===== src/rtl/cpu_pkg.sv =====
// rtl/cpu_pkg.sv - shared opcodes, encodings and EX control record for the 16-bit CPU
package cpu_pkg;

    localparam logic [3:0] OP_ADD    = 4'h0;
    localparam logic [3:0] OP_SUB    = 4'h1;
    localparam logic [3:0] OP_RED    = 4'h2;
    localparam logic [3:0] OP_XOR    = 4'h3;
    localparam logic [3:0] OP_SLL    = 4'h4;
    localparam logic [3:0] OP_SRA    = 4'h5;
    localparam logic [3:0] OP_ROR    = 4'h6;
    localparam logic [3:0] OP_PADDSB = 4'h7;
    localparam logic [3:0] OP_LW     = 4'h8;
    localparam logic [3:0] OP_SW     = 4'h9;
    localparam logic [3:0] OP_LHB    = 4'hA;
    localparam logic [3:0] OP_LLB    = 4'hB;
    localparam logic [3:0] OP_B      = 4'hC;
    localparam logic [3:0] OP_BR     = 4'hD;
    localparam logic [3:0] OP_PCS    = 4'hE;
    localparam logic [3:0] OP_HLT    = 4'hF;

    localparam logic [15:0] NOP = 16'h0000;

    localparam logic [2:0] FWD_NONE = 3'b000;
    localparam logic [2:0] FWD_MEM  = 3'b010;
    localparam logic [2:0] FWD_WB   = 3'b001;

    // Everything the EX stage latches besides the raw data words; all-zero is a bubble.
    typedef struct packed {
        logic       valid;
        logic       ld_byte;
        logic       mem_op;
        logic       mem_read;
        logic       mem_write;
        logic       reg_write;
        logic       hlt;
        logic [3:0] rd;
        logic [2:0] fwd_a;
        logic [2:0] fwd_b;
    } ex_ctrl_t;

    function automatic logic [3:0] opcode_of(input logic [15:0] instr);
        return instr[15:12];
    endfunction

endpackage


===== src/rtl/id_decode_src.sv =====
// rtl/id_decode_src.sv - combinational decode of register fields, operand use and control flags
module id_decode_src
    import cpu_pkg::*;
(
    input  logic [15:0] instr,
    output logic [3:0]  src_a,
    output logic [3:0]  src_b,
    output logic [3:0]  rd,
    output logic        use_a,
    output logic        use_b,
    output logic        reg_write,
    output logic        ld_byte,
    output logic        mem_op,
    output logic        mem_read,
    output logic        mem_write,
    output logic        hlt
);

    logic       writes_rd;
    logic [3:0] op;

    assign op = opcode_of(instr);
    assign rd = instr[11:8];
    // R0 is hardwired zero, so a write to it is never a real producer.
    assign reg_write = writes_rd & (rd != 4'h0);

    always_comb begin
        src_a     = instr[7:4];
        src_b     = instr[3:0];
        use_a     = 1'b0;
        use_b     = 1'b0;
        writes_rd = 1'b0;
        ld_byte   = 1'b0;
        mem_op    = 1'b0;
        mem_read  = 1'b0;
        mem_write = 1'b0;
        hlt       = 1'b0;
        case (op)
            OP_ADD, OP_SUB, OP_RED, OP_XOR, OP_PADDSB: begin
                use_a     = 1'b1;
                use_b     = 1'b1;
                writes_rd = 1'b1;
            end
            OP_SLL, OP_SRA, OP_ROR: begin
                use_a     = 1'b1;
                writes_rd = 1'b1;
            end
            OP_LW: begin
                use_a     = 1'b1;
                writes_rd = 1'b1;
                mem_op    = 1'b1;
                mem_read  = 1'b1;
            end
            OP_SW: begin
                use_a     = 1'b1;
                use_b     = 1'b1;
                src_b     = instr[11:8];
                mem_op    = 1'b1;
                mem_write = 1'b1;
            end
            OP_LHB, OP_LLB: begin
                // Byte loads read-modify-write the destination register itself.
                use_a     = 1'b1;
                src_a     = instr[11:8];
                writes_rd = 1'b1;
                ld_byte   = 1'b1;
            end
            OP_BR:   use_a     = 1'b1;
            OP_PCS:  writes_rd = 1'b1;
            OP_HLT:  hlt       = 1'b1;
            default: ;
        endcase
    end

endmodule


===== src/rtl/id_ex_stage.sv =====
// rtl/id_ex_stage.sv - ID/EX pipeline register with forwarding selects, load-use and MEM tracking
module id_ex_stage
    import cpu_pkg::*;
(
    input  logic        clk,
    input  logic        rst,
    input  logic        mem_stall,
    input  logic        flush,
    input  logic        valid_ID,
    input  logic [15:0] instr_ID,
    input  logic [15:0] RegData1_ID,
    input  logic [15:0] RegData2_ID,
    input  logic [15:0] pcs_ID,
    output logic [15:0] instr_EX,
    output logic [15:0] RegData1_EX,
    output logic [15:0] RegData2_EX,
    output logic [15:0] pcs_EX,
    output logic        valid_EX,
    output logic        LdByte_EX,
    output logic        MemOp_EX,
    output logic        MemRead_EX,
    output logic        MemWrite_EX,
    output logic        RegWrite_EX,
    output logic        hlt_EX,
    output logic [3:0]  rd_EX,
    output logic [2:0]  ForwardA,
    output logic [2:0]  ForwardB,
    output logic        stall_ID
);

    logic [3:0] src_a_id, src_b_id, rd_id;
    logic       use_a_id, use_b_id, reg_write_id;
    logic       ld_byte_id, mem_op_id, mem_read_id, mem_write_id, hlt_id;

    id_decode_src u_decode (
        .instr     (instr_ID),
        .src_a     (src_a_id),
        .src_b     (src_b_id),
        .rd        (rd_id),
        .use_a     (use_a_id),
        .use_b     (use_b_id),
        .reg_write (reg_write_id),
        .ld_byte   (ld_byte_id),
        .mem_op    (mem_op_id),
        .mem_read  (mem_read_id),
        .mem_write (mem_write_id),
        .hlt       (hlt_id)
    );

    logic [15:0] instr_q, instr_d;
    logic [15:0] data1_q, data1_d;
    logic [15:0] data2_q, data2_d;
    logic [15:0] pcs_q, pcs_d;
    ex_ctrl_t    ctrl_q, ctrl_d;
    logic [3:0]  rd_mem_q, rd_mem_d;
    logic        reg_write_mem_q, reg_write_mem_d;

    logic       a_hit_ex, b_hit_ex, a_hit_mem, b_hit_mem;
    logic       ex_is_load, load_use;
    logic [2:0] fwd_a_id, fwd_b_id;

    // The EX producer is newer than the MEM one, so it masks the MEM match.
    assign a_hit_ex  = use_a_id & ctrl_q.reg_write & ctrl_q.valid & (src_a_id == ctrl_q.rd);
    assign b_hit_ex  = use_b_id & ctrl_q.reg_write & ctrl_q.valid & (src_b_id == ctrl_q.rd);
    assign a_hit_mem = use_a_id & reg_write_mem_q & (src_a_id == rd_mem_q) & ~a_hit_ex;
    assign b_hit_mem = use_b_id & reg_write_mem_q & (src_b_id == rd_mem_q) & ~b_hit_ex;
    assign fwd_a_id  = {1'b0, a_hit_ex, a_hit_mem};
    assign fwd_b_id  = {1'b0, b_hit_ex, b_hit_mem};

    assign ex_is_load = ctrl_q.valid & (opcode_of(instr_q) == OP_LW) & ctrl_q.reg_write;
    assign load_use   = valid_ID & ex_is_load & (a_hit_ex | b_hit_ex);
    // On a flush the ID instruction is squashed upstream, so holding it is pointless.
    assign stall_ID   = load_use & ~flush;

    always_comb begin
        instr_d         = instr_q;
        data1_d         = data1_q;
        data2_d         = data2_q;
        pcs_d           = pcs_q;
        ctrl_d          = ctrl_q;
        rd_mem_d        = rd_mem_q;
        reg_write_mem_d = reg_write_mem_q;
        if (!mem_stall) begin
            rd_mem_d        = ctrl_q.rd;
            reg_write_mem_d = ctrl_q.reg_write;
            if (flush || load_use || !valid_ID) begin
                instr_d = NOP;
                data1_d = 16'h0000;
                data2_d = 16'h0000;
                pcs_d   = 16'h0000;
                ctrl_d  = '0;
            end else begin
                instr_d          = instr_ID;
                data1_d          = RegData1_ID;
                data2_d          = RegData2_ID;
                pcs_d            = pcs_ID;
                ctrl_d.valid     = 1'b1;
                ctrl_d.ld_byte   = ld_byte_id;
                ctrl_d.mem_op    = mem_op_id;
                ctrl_d.mem_read  = mem_read_id;
                ctrl_d.mem_write = mem_write_id;
                ctrl_d.reg_write = reg_write_id;
                ctrl_d.hlt       = hlt_id;
                ctrl_d.rd        = rd_id;
                ctrl_d.fwd_a     = fwd_a_id;
                ctrl_d.fwd_b     = fwd_b_id;
            end
        end
    end

    always_ff @(posedge clk or posedge rst) begin
        if (rst) begin
            instr_q         <= NOP;
            data1_q         <= 16'h0000;
            data2_q         <= 16'h0000;
            pcs_q           <= 16'h0000;
            ctrl_q          <= '0;
            rd_mem_q        <= 4'h0;
            reg_write_mem_q <= 1'b0;
        end else begin
            instr_q         <= instr_d;
            data1_q         <= data1_d;
            data2_q         <= data2_d;
            pcs_q           <= pcs_d;
            ctrl_q          <= ctrl_d;
            rd_mem_q        <= rd_mem_d;
            reg_write_mem_q <= reg_write_mem_d;
        end
    end

    assign instr_EX    = instr_q;
    assign RegData1_EX = data1_q;
    assign RegData2_EX = data2_q;
    assign pcs_EX      = pcs_q;
    assign valid_EX    = ctrl_q.valid;
    assign LdByte_EX   = ctrl_q.ld_byte;
    assign MemOp_EX    = ctrl_q.mem_op;
    assign MemRead_EX  = ctrl_q.mem_read;
    assign MemWrite_EX = ctrl_q.mem_write;
    assign RegWrite_EX = ctrl_q.reg_write;
    assign hlt_EX      = ctrl_q.hlt;
    assign rd_EX       = ctrl_q.rd;
    assign ForwardA    = ctrl_q.fwd_a;
    assign ForwardB    = ctrl_q.fwd_b;

endmodule


===== config.mk =====
export PLATFORM = sky130hd
export DESIGN_NAME = id_ex_stage
export DESIGN_NICKNAME = d
export VERILOG_FILES = /design/src/rtl/cpu_pkg.sv /design/src/rtl/id_decode_src.sv /design/src/rtl/id_ex_stage.sv
export SDC_FILE = /design/constraint.sdc
export NUM_CORES = 1
export LEC_CHECK = 0
export CAP_MARGIN = 10
export CORE_MARGIN = 2
export CORE_UTILIZATION = 30
export CTS_CLUSTER_DIAMETER = 120
export DETAILED_ROUTE_END_ITERATION = 10
export PLACE_DENSITY_LB_ADDON = 0.05
export SLEW_MARGIN = 20
export SYNTH_ARGS = -nofsm -noshare
export SYNTH_HDL_FRONTEND = slang
export SYNTH_SLANG_ARGS = --single-unit

===== constraint.sdc =====
create_clock -name clk -period 4 [get_ports clk]
set_input_delay 1 -clock clk [delete_from_list [all_inputs] [get_ports clk]]
set_output_delay 1 -clock clk [all_outputs]
set_load 0.02 [all_outputs]

==> impl_metrics.env <==
export IMPL_status="completed"
export IMPL_fin_crit_sh=0.976
export IMPL_htree_levels=3
export IMPL_track_usage=0.171
export IMPL_antenna_found_initial=0
export IMPL_power_leakage_nw=2.36
export IMPL_cts_tree="done"
export IMPL_irDropWorstVdd_uv=184
export IMPL_clock_fmax_mhz=256
export IMPL_synth_top_cell_by_area="dfrtp_1"
export IMPL_layout_drive_gt1_share=0.146
export IMPL_grt_max_degree=73
export IMPL_start_kind="primary input"
export IMPL_rows=40
export IMPL_synthTopCellsByArea="dfrtp_1 (56%), a32o_1 (19%), buf_8 (2.9%)"
export IMPL_ys_seq_area_frac=0.556
export IMPL_fin_setup_tns_ns=0
export IMPL_die_h_um=114
export IMPL_hpwl_um=7110
export IMPL_rr_startpoint="instr_EX[10]$_DFFE_PP0N_"
export IMPL_postSynthAreaPerCell_um2=13.1
export IMPL_required_ns=3.00
export IMPL_cp_slowest_cell="clkdlybuf4s50_1"
export IMPL_path_common_cell="buf_4"
export IMPL_yosys_cell_types_count=39
export IMPL_synthCells=274
export IMPL_synth_area_mm2=0.00360
export IMPL_vias=3062
export IMPL_synth_ff_type="dfrtp_1"
export IMPL_pin_count=151
export IMPL_cts_inserted_buffers=9
export IMPL_drt_wl_total_um=10800
export IMPL_holdWs_ns=0.486
export IMPL_ff2ff_path_depth=7
export IMPL_yosys_top_cells_count="dfrtp_1 (80), a32o_1 (70), clkbuf_1 (17)"
export IMPL_clock_latency_ns=0.33
export IMPL_drv_slew=0
export IMPL_vias_per_cell=5.29
export IMPL_dr_first_iter_drc_count=195
export IMPL_reg2reg_slack_ns=1.47
export IMPL_hp_class="flip-flop to flip-flop"
export IMPL_grt_overflow=0
export IMPL_grt_pass1_wl_um=17300
export IMPL_cap_violations=0
export IMPL_cts_root_buf="clkbuf_16"
export IMPL_remaining_drc_errors=0
export IMPL_ctsLongestPathBuffers=2
export IMPL_synth_edff_count=0
export IMPL_ant_nets=0
export IMPL_gp_congestion=0.767
export IMPL_yosysTopAreaCellShare=0.556
export IMPL_ys_ff_latch=80
export IMPL_die_area_mm2=0.0129
export IMPL_setup_viol=0
export IMPL_worst_slew_pin_slew_ns=1.00
export IMPL_wl_per_cell_um=18.7
export IMPL_relSlewSlack=0.333
export IMPL_yosys_cell_count_top_type="dfrtp_1"
export IMPL_holdBufCountCts=0
export IMPL_powerDensity_mw_per_mm2=383
export IMPL_cp_data_arrival_time_ns=2.91
export IMPL_cp_end_kind="output pin"
export IMPL_die_w_um=114
export IMPL_finalNonFillerCells=579
export IMPL_core_area_mm2=0.0119
export IMPL_fin_crit_ns=3.91
export IMPL_fin_ws_ns=0.0945
export IMPL_critPathMaxStageDelay_ns=0.44
export IMPL_drt_pass1_iter_count=4
export IMPL_dp_cells=560
export IMPL_crit_start="instr_ID[14]"
export IMPL_cts_sinks=80
export IMPL_criticalPathCategory="primary input to output pin"
export IMPL_port_buffers=148
export IMPL_endpoint="stall_ID"
export IMPL_nets=496
export IMPL_antennaDiodeCount=0
export IMPL_async_flop_share=1.00
export IMPL_rr_endpoint="LdByte_EX$_DFFE_PP0N_"
export IMPL_crit_path_max_fanout=5
export IMPL_hold_violations=0
export IMPL_fin_area_mm2=0.00562
export IMPL_cts_clk_slew_worst_paths_ns=0.06
export IMPL_syn_to_final_growth_pct=56.3
export IMPL_path_cells="clkdlybuf4s50_1 > and4bb_4 > buf_4 > mux2i_1 > a22oi_1 > nand3_1 > a21o_2 > nor2_2 > buf_4"
export IMPL_placed_area_mm2=0.00522
export IMPL_grt_pass1_vias=3161
export IMPL_finClkSkew_ns=0.00515
export IMPL_start_util=0.303
export IMPL_yosysWarnings=0
export IMPL_dp_slack_ns=-0.487
repair_timing:
action / in CTS / in global routing
pin swaps: 0 / 4
resized for setup: 6 / 12
gates cloned: 0 / 1
buffers inserted: 0 / 2
endpoints found under the hold margin: 0 / 0
endpoints found under the setup margin: 1 / 1
logic make-up (layout without fill, tap and decap cells):
kind of cell,Yosys count,count (layout),share of synthesized area
simple gates,38,38,0.0678
mux,13,13,0.0376
flops,80,80,0.556
compound gates,90,90,0.235
xor+xnor,10,10,0.0243
buf+inv,42,199,0.0782
other cells,1,2,0.00104
layout make-up:
| cell class | count | area, µm² |
|---|---|---|
| Clock buffer | 11 | 253 |
| Clock inverter | 5 | 78.8 |
| Fill cell | 1124 | 6240 |
| Inverter | 6 | 23.8 |
| Multi-Input combinational cell | 153 | 1380 |
| Sequential cell | 80 | 2000 |
| Tap cell | 147 | 184 |
| Timing Repair Buffer | 177 | 1710 |
per-layer routing:
metal	share of wire	track usage
met5	0	0
met1	0.45	0.228
met4	0.010	0.0488
met3	0.079	0.0542
met2	0.46	0.270
critical path: cells and delay by family:
family,cells,cell delay [ns]
AOI/OAI and AO/OA,2,0.47
buffers and inverters,3,0.73
muxes,1,0.09
and+or+nand+nor,3,0.60
report_power, final:
group	switching (mW)	internal (mW)	leakage, nW
registers	0.0314	0.851	1.08
logic	0.169	0.196	1.11
clock network	0.328	0.580	0.165
total	0.528	1.63	2.36
cell usage in the layout (no fill, tap or decap), types with 2 or more instances in the layout:
cell type          n
nand2b_1           2
buf_2              2
nor4b_1            2
mux2i_1            6
mux2_2             4
xor2_1             7
a22oi_1            2
o2111ai_1          2
clkdlybuf4s50_1  145
inv_1              5
a211oi_1           2
buf_4             27
bufinv_16          2
mux2i_4            2
nand2_1            9
xnor2_1            3
clkbuf_8           2
a22o_1             3
nand4_1            3
clkinv_2           3
nor3b_1            3
clkbuf_16          9
conb_1             2
o21ai_0            6
dfrtp_1           80
a32o_1            70
nand3_1            2
nor2_1             4
flip-flops by register name (all words and copies together), names as in the netlist:
register / cells
instr_EX: 16
LdByte_EX: 1
ForwardB: 2
pcs_EX: 16
ForwardA: 2
RegData2_EX: 16
MemRead_EX: 1
RegData1_EX: 16
reg_write_mem_q: 1
rd_mem_q: 4
MemOp_EX: 1
MemWrite_EX: 1
hlt_EX: 1
valid_EX: 1
RegWrite_EX: 1
metrics by stage:
| stage | utilization | power [mW] |
|---|---|---|
| 6_report | 0.474 | 2.15 |
| 3_5_place_dp | 0.440 | 1.26 |
| 2_1_floorplan | - | 1.06 |
| 5_1_grt | 0.474 | 2.25 |
| 3_3_place_gp | 0.440 | 1.26 |
| 4_1_cts | 0.468 | 2.18 |
how the worst min path moves through the flow:
stage                                start                           to  slack [ns]  cells past startpoint
6_report            pcs_EX[11]$_DFFE_PP0N_       pcs_EX[11]$_DFFE_PP0N_        0.49                      1
3_5_place_dp       instr_EX[6]$_DFFE_PP0N_      instr_EX[6]$_DFFE_PP0N_        0.48                      1
2_1_floorplan  reg_write_mem_q$_DFFE_PP0N_  reg_write_mem_q$_DFFE_PP0N_        0.50                      1
4_1_cts            instr_EX[6]$_DFFE_PP0N_      instr_EX[6]$_DFFE_PP0N_        0.49                      1
5_1_grt              pcs_EX[6]$_DFFE_PP0N_        pcs_EX[6]$_DFFE_PP0N_        0.50                      1
3_3_place_gp    RegData2_EX[0]$_DFFE_PP0N_   RegData2_EX[0]$_DFFE_PP0N_        0.47                      1
Note: power is estimated with default switching activity, not from simulation.
